## config.mk

```make
export PLATFORM = sky130hd
export DESIGN_NAME = mem_bus_arbiter_flat
export DESIGN_NICKNAME = d
export VERILOG_FILES = /design/src/rtl/mem_bus_arbiter_if.sv /design/src/rtl/mem_bus_arbiter.sv /design/src/flat_wrapper.sv
export SDC_FILE = /design/constraint.sdc
export NUM_CORES = 1
export LEC_CHECK = 0
export ABC_AREA = 1
export BUFFER_PORTS_ARGS = -buffer_cell sky130_fd_sc_hd__buf_2
export CAP_MARGIN = 20
export CORE_ASPECT_RATIO = 1.5
export CORE_MARGIN = 8
export CORE_UTILIZATION = 45
export CTS_CLUSTER_SIZE = 14
export DETAILED_ROUTE_END_ITERATION = 10
export MAX_ROUTING_LAYER = met4
export PLACE_DENSITY = 0.77
export SLEW_MARGIN = 20
export SYNTH_ARGS = -nofsm -noshare
export SYNTH_HDL_FRONTEND = slang
export SYNTH_SLANG_ARGS = --single-unit
```

## constraint.sdc

```tcl
create_clock -name clk -period 2.1 [get_ports clk]
set_clock_uncertainty 0.15 [all_clocks]
set_input_delay 0.42 -clock clk [delete_from_list [all_inputs] [get_ports clk]]
set_output_delay 0.42 -clock clk [all_outputs]
set_load 0.05 [all_outputs]
```

## src/rtl/mem_bus_arbiter_if.sv

```systemverilog
// Fetch/data requester ports and external memory bus of mem_bus_arbiter.
// master = arbiter side, slave = requesters plus memory (testbench side).
interface mem_bus_arbiter_if;
  logic        i_req;
  logic [31:0] i_addr;
  logic [31:0] i_rdata;
  logic        i_ready;
  logic        d_req;
  logic        d_write;
  logic [1:0]  d_size;
  logic [31:0] d_addr;
  logic [31:0] d_wdata;
  logic [31:0] d_rdata;
  logic        d_ready;
  logic        bus_err;
  logic [31:0] AD;
  logic        MREQ;
  logic        WRITE;
  logic [1:0]  SIZE;
  logic [31:0] DT_out;
  logic        DT_oe;
  logic [31:0] DT_in;
  logic        ACK_n;

  modport master (
    input  i_req, i_addr, d_req, d_write, d_size, d_addr, d_wdata, DT_in, ACK_n,
    output i_rdata, i_ready, d_rdata, d_ready, bus_err,
           AD, MREQ, WRITE, SIZE, DT_out, DT_oe
  );

  modport slave (
    output i_req, i_addr, d_req, d_write, d_size, d_addr, d_wdata, DT_in, ACK_n,
    input  i_rdata, i_ready, d_rdata, d_ready, bus_err,
           AD, MREQ, WRITE, SIZE, DT_out, DT_oe
  );
endinterface

```

## src/rtl/mem_bus_arbiter.sv

```systemverilog
// Round-robin fetch/data arbiter for one wait-state memory bus; request-to-MREQ 1 cycle,
// ready 1 cycle after ACK_n sampled low; requesters stall until their ready (timeout adds bus_err).
module mem_bus_arbiter #(
  parameter int TIMEOUT = 15,
  parameter int TO_W    = 4
) (
  input  logic              clk,
  input  logic              rst,
  mem_bus_arbiter_if.master bus
);
  typedef enum logic [1:0] {IDLE, I_BUS, D_BUS, DONE} state_t;

  state_t          state_q, state_d;
  logic [TO_W-1:0] cnt_q, cnt_d;
  logic            last_grant_q, last_grant_d;  // 1 = data side won last
  logic [31:0]     ad_q, ad_d;
  logic [31:0]     dt_out_q, dt_out_d;
  logic [31:0]     i_rdata_q, i_rdata_d;
  logic [31:0]     d_rdata_q, d_rdata_d;
  logic [1:0]      size_q, size_d;
  logic            mreq_q, mreq_d;
  logic            write_q, write_d;
  logic            dt_oe_q, dt_oe_d;
  logic            i_ready_q, i_ready_d;
  logic            d_ready_q, d_ready_d;
  logic            err_q, err_d;

  logic ack, expired, gnt_data, gnt_fetch;

  assign ack       = ~bus.ACK_n;
  assign expired   = (cnt_q == TO_W'(TIMEOUT - 1));
  assign gnt_data  = bus.d_req && (!bus.i_req || !last_grant_q);
  assign gnt_fetch = bus.i_req && !gnt_data;

  always_comb begin
    state_d      = state_q;
    cnt_d        = cnt_q;
    last_grant_d = last_grant_q;
    ad_d         = ad_q;
    dt_out_d     = dt_out_q;
    i_rdata_d    = i_rdata_q;
    d_rdata_d    = d_rdata_q;
    size_d       = size_q;
    mreq_d       = mreq_q;
    write_d      = write_q;
    dt_oe_d      = dt_oe_q;
    i_ready_d    = 1'b0;
    d_ready_d    = 1'b0;
    err_d        = 1'b0;

    case (state_q)
      IDLE: begin
        if (gnt_data) begin
          state_d      = D_BUS;
          last_grant_d = 1'b1;
          ad_d         = bus.d_addr;
          size_d       = bus.d_size;
          write_d      = bus.d_write;
          dt_oe_d      = bus.d_write;
          dt_out_d     = bus.d_wdata;
          mreq_d       = 1'b1;
        end else if (gnt_fetch) begin
          state_d      = I_BUS;
          last_grant_d = 1'b0;
          ad_d         = bus.i_addr;
          size_d       = 2'b00;
          write_d      = 1'b0;
          dt_oe_d      = 1'b0;
          mreq_d       = 1'b1;
        end
      end

      I_BUS, D_BUS: begin
        cnt_d = cnt_q + 1'b1;
        // ACK wins over timeout when both land in the same cycle
        if (ack || expired) begin
          state_d = DONE;
          mreq_d  = 1'b0;
          write_d = 1'b0;
          dt_oe_d = 1'b0;
          err_d   = ~ack;
          if (state_q == I_BUS) begin
            i_ready_d = 1'b1;
            if (ack) i_rdata_d = bus.DT_in;
          end else begin
            d_ready_d = 1'b1;
            if (ack && !write_q) d_rdata_d = bus.DT_in;
          end
        end
      end

      DONE: begin
        cnt_d   = '0;
        state_d = IDLE;
      end

      default: state_d = IDLE;
    endcase
  end

  always_ff @(posedge clk or negedge rst) begin
    if (!rst) begin
      state_q      <= IDLE;
      cnt_q        <= '0;
      last_grant_q <= 1'b0;
      ad_q         <= '0;
      dt_out_q     <= '0;
      i_rdata_q    <= '0;
      d_rdata_q    <= '0;
      size_q       <= '0;
      mreq_q       <= 1'b0;
      write_q      <= 1'b0;
      dt_oe_q      <= 1'b0;
      i_ready_q    <= 1'b0;
      d_ready_q    <= 1'b0;
      err_q        <= 1'b0;
    end else begin
      state_q      <= state_d;
      cnt_q        <= cnt_d;
      last_grant_q <= last_grant_d;
      ad_q         <= ad_d;
      dt_out_q     <= dt_out_d;
      i_rdata_q    <= i_rdata_d;
      d_rdata_q    <= d_rdata_d;
      size_q       <= size_d;
      mreq_q       <= mreq_d;
      write_q      <= write_d;
      dt_oe_q      <= dt_oe_d;
      i_ready_q    <= i_ready_d;
      d_ready_q    <= d_ready_d;
      err_q        <= err_d;
    end
  end

  assign bus.AD      = ad_q;
  assign bus.MREQ    = mreq_q;
  assign bus.WRITE   = write_q;
  assign bus.SIZE    = size_q;
  assign bus.DT_out  = dt_out_q;
  assign bus.DT_oe   = dt_oe_q;
  assign bus.i_rdata = i_rdata_q;
  assign bus.i_ready = i_ready_q;
  assign bus.d_rdata = d_rdata_q;
  assign bus.d_ready = d_ready_q;
  assign bus.bus_err = err_q;
endmodule

```

## src/flat_wrapper.sv

```systemverilog
// flat-port wrapper written by rule: the top's interface ports become plain ports
module mem_bus_arbiter_flat 
#(
  parameter int TIMEOUT = 15,
  parameter int TO_W    = 4
)
  (clk, rst, bus_i_req, bus_i_addr, bus_d_req, bus_d_write, bus_d_size, bus_d_addr, bus_d_wdata, bus_DT_in, bus_ACK_n, bus_i_rdata, bus_i_ready, bus_d_rdata, bus_d_ready, bus_bus_err, bus_AD, bus_MREQ, bus_WRITE, bus_SIZE, bus_DT_out, bus_DT_oe);
  mem_bus_arbiter_if bus_i ();
  input  logic clk;
  input  logic rst;
  input wire logic [$bits(bus_i.i_req)-1:0] bus_i_req;
  input wire logic [$bits(bus_i.i_addr)-1:0] bus_i_addr;
  input wire logic [$bits(bus_i.d_req)-1:0] bus_d_req;
  input wire logic [$bits(bus_i.d_write)-1:0] bus_d_write;
  input wire logic [$bits(bus_i.d_size)-1:0] bus_d_size;
  input wire logic [$bits(bus_i.d_addr)-1:0] bus_d_addr;
  input wire logic [$bits(bus_i.d_wdata)-1:0] bus_d_wdata;
  input wire logic [$bits(bus_i.DT_in)-1:0] bus_DT_in;
  input wire logic [$bits(bus_i.ACK_n)-1:0] bus_ACK_n;
  output wire logic [$bits(bus_i.i_rdata)-1:0] bus_i_rdata;
  output wire logic [$bits(bus_i.i_ready)-1:0] bus_i_ready;
  output wire logic [$bits(bus_i.d_rdata)-1:0] bus_d_rdata;
  output wire logic [$bits(bus_i.d_ready)-1:0] bus_d_ready;
  output wire logic [$bits(bus_i.bus_err)-1:0] bus_bus_err;
  output wire logic [$bits(bus_i.AD)-1:0] bus_AD;
  output wire logic [$bits(bus_i.MREQ)-1:0] bus_MREQ;
  output wire logic [$bits(bus_i.WRITE)-1:0] bus_WRITE;
  output wire logic [$bits(bus_i.SIZE)-1:0] bus_SIZE;
  output wire logic [$bits(bus_i.DT_out)-1:0] bus_DT_out;
  output wire logic [$bits(bus_i.DT_oe)-1:0] bus_DT_oe;
  assign bus_i.i_req = bus_i_req;
  assign bus_i.i_addr = bus_i_addr;
  assign bus_i.d_req = bus_d_req;
  assign bus_i.d_write = bus_d_write;
  assign bus_i.d_size = bus_d_size;
  assign bus_i.d_addr = bus_d_addr;
  assign bus_i.d_wdata = bus_d_wdata;
  assign bus_i.DT_in = bus_DT_in;
  assign bus_i.ACK_n = bus_ACK_n;
  assign bus_i_rdata = bus_i.i_rdata;
  assign bus_i_ready = bus_i.i_ready;
  assign bus_d_rdata = bus_i.d_rdata;
  assign bus_d_ready = bus_i.d_ready;
  assign bus_bus_err = bus_i.bus_err;
  assign bus_AD = bus_i.AD;
  assign bus_MREQ = bus_i.MREQ;
  assign bus_WRITE = bus_i.WRITE;
  assign bus_SIZE = bus_i.SIZE;
  assign bus_DT_out = bus_i.DT_out;
  assign bus_DT_oe = bus_i.DT_oe;
  mem_bus_arbiter #(.TIMEOUT(TIMEOUT), .TO_W(TO_W)) u_core (.clk(clk), .rst(rst), .bus(bus_i));
endmodule
```

==> results.yml <==
drt:
  dr.first_iter.drc_count: 276
  ant_nets: 0
  via_per_inst: 4.616
  wl_per_cell_um: 14.19
  first_pass_iters: 5
  drc: 0
  finalWirelength_um: 15610
  vias: 5078
global_routing:
  antenna_found_initial: 0
  grt_max_degree: 68
  grt_pass1_vias: 5039
  grt_usage: 0.1841
  grt_remaining_overflow: 0
  grt_pass1_wl_um: 24050
timing:
  min_period_over_period: 0.8102
  fin_tns_setup_ps: 0
  slew-limit-headroom: 0.6716
  tightest_slew_ps: 490.7
  max_freq_ghz: 0.5878
  grt_setup_unrepaired: "no"
  finalHoldViolCount: 0
  min_period_ps: 1701
  setup_viol: 0
  report.final.slew_viol_count: 0
worst_setup_path:
  regToRegEndpoint: "u_core.bus.AD[2]"
  cp-end-kind: "flop"
  cpMaxStageDelayCell: "dfrtp_1"
  rr_worst_depth: 5
  critPathLaunchType: "flop"
  reg2reg_from: "u_core.state_q[1]"
  path_cells: "inv_1, ha_1, o21ai_4, buf_12, o21ai_0"
  cp_slowest_stage_delay_ps: 410
  r2r_setup_slack_ps: 400
  crit_fanout: 40
  crit_type: "reg2reg"
  worstPathRequired_ps: 2280
  arrival_ps: 1880
  cp_top_family: "flip-flops"
  path_buf_inv: 2
min_path:
  min_from: "bus_d_wdata[29]"
  hold_path.class: "in2reg"
  holdPathStages: 3
  holdPathEnd: "u_core.bus.DT_out[29]"
synthesis:
  synth_cell_types: 21
  synth_area_um2: 5944
  seq_area_frac_synth: 0.5978
  ys_ff_latch: 142
  synth_nets: 806
  yosysWarnings: 0
  syn_area_per_cell_um2: 8.980
  netlist_instances: 662
die:
  dieArea_um2: 17220
  coreArea_um2: 12950
  io_pins: 272
  die_h_um: 156.8
  die_width_um: 109.8
  initial_core_util: 0.4589
  num_rows: 51
clock_network:
  cts_max_level: 4
  cts_made_buffers: 17
  cts_tree: "done"
  clock-sinks: 142
  clk_path_buf_depth: 2
  clockRootBuffer: "clkbuf_16"
  worstSkewPairLatency_ps: 410
  path_clk_slew_ps: 60
final_layout:
  final_core_util: 0.6226
  final_nets: 1072
  final_cell_mix: "270 x buf_2, 179 x nand2_1, 142 x dfrtp_1"
  area_growth_pct: 35.68
  diodes: 0
  drive_gt1_frac: 0.3454
  layout_commonest_cell: "buf_2"
  fin_cells: 1100
outcome:
  status: "completed"
power:
  peakVddDrop_uv: 944.9
  power_density_nw_per_um2: 1989
  p_leak_nw: 4.658
placed_design:
  place.gp.congestion: 0.8407
  hpwl_um: 11940
  dp_cells: 1067
  io_buffer_count: 271
job:
  maxCapViolCount: 0
-- how the worst max path moves through the flow --
stage	from	to	slack [ps]	cells past startpoint
floorplan	u_core.state_q[0]	u_core.bus.DT_out[26]	570	7
global placement	u_core.state_q[1]	u_core.bus.AD[1]	460	6
detailed placement	u_core.state_q[1]	u_core.bus.AD[2]	400	5
CTS	u_core.state_q[1]	u_core.bus.AD[2]	380	5
global route	u_core.state_q[0]	u_core.bus.AD[8]	280	6
finish	u_core.state_q[1]	u_core.bus.AD[2]	400	5
-- cell families (layout without fill, tap and decap cells) --
| family | count (synthesis) | in the layout | share of synthesized area |
|---|---|---|---|
| buf+inv | 140 | 419 | 0.1042 |
| xor+xnor | 1 | 1 | 0.001474 |
| fa+ha+maj | 8 | 8 | 0.01684 |
| simple gates | 202 | 202 | 0.1313 |
| compound gates | 169 | 169 | 0.1484 |
| flops | 142 | 142 | 0.5978 |
-- final cells by class --
cell class	count	area, µm²
fill	1153	4888
timing repair buffer	281	1528
clock buffer	17	425.4
multi-input combinational	380	1789
clock inverter	15	172.7
tap	159	198.9
inverter	106	397.9
sequential	142	3553
-- synth_stat cells --
library cell,count,area share
a21boi_0,1,0.0013
a21oi_1,2,0.0017
and3_1,1,0.0011
buf_2,9,0.0076
buf_4,3,0.0038
buf_6,8,0.015
buf_8,1,0.0025
clkbuf_1,13,0.0082
dfrtp_1,142,0.60
ha_1,8,0.017
inv_1,106,0.067
nand2_1,181,0.11
nand2_2,1,0.0011
nand3_1,6,0.0051
nand4_1,3,0.0032
nor2_1,8,0.0051
nor3_1,2,0.0017
o21ai_0,126,0.11
o21ai_1,31,0.026
o21ai_2,9,0.013
xor2_1,1,0.0015
-- power by group --
| group | leakage (nW) | internal, mW | switching [mW] |
|---|---|---|---|
| combinational | 2.60 | 1.84 | 6.48 |
| sequential | 1.77 | 4.03 | 0.671 |
| clock | 0.290 | 1.79 | 1.23 |
| total | 4.66 | 7.66 | 8.38 |
-- flip-flops by register name, summed over array words and instances, names as in the netlist, 2 cells and up --
register	cells
u_core.bus.d_rdata	32
u_core.bus.AD	32
u_core.bus.DT_out	32
u_core.bus.i_rdata	32
u_core.bus.SIZE	2
u_core.state_q	2
u_core.cnt_q	4
-- routing by layer --
layer | global-route usage | up-vias | share of wire
met1 | 0.2024 | 2268 | 0.39
met5 | - | - | 0
met3 | 0.03499 | 36 | 0.051
met4 | 0.1021 | 0 | 0.036
met2 | 0.3039 | 174 | 0.52
li1 | - | 2600 | -
-- worst min-delay path: stages --
cell,delay (ps)
buf_2,90
inv_1,30
o21ai_0,70
-- through the flow --
| stage | power [mW] | worst slack, ps | hold WS, ps | area, µm² |
|---|---|---|---|---|
| 2_1_floorplan | 10.98 | 572.5 | -25.59 | 5944 |
| 3_3_place_gp | 12.98 | 456.7 | 153.4 | 7457 |
| 3_5_place_dp | 13.15 | 396.0 | 153.4 | 7457 |
| 4_1_cts | 16.24 | 375.4 | 77.10 | 8065 |
| 5_1_grt | 16.96 | 284.9 | 85.79 | 8065 |
| 6_report | 16.04 | 398.6 | 98.87 | 8065 |
-- what timing repair did --
| item | 4_1_cts | 5_1_grt |
|---|---|---|
| hold buffers | 1 | 0 |
| hold endpoints to repair | 25 | 0 |
| gates resized for setup | 0 | 0 |
| buffers inserted | 0 | 0 |
(Power assumes the default switching activity.)
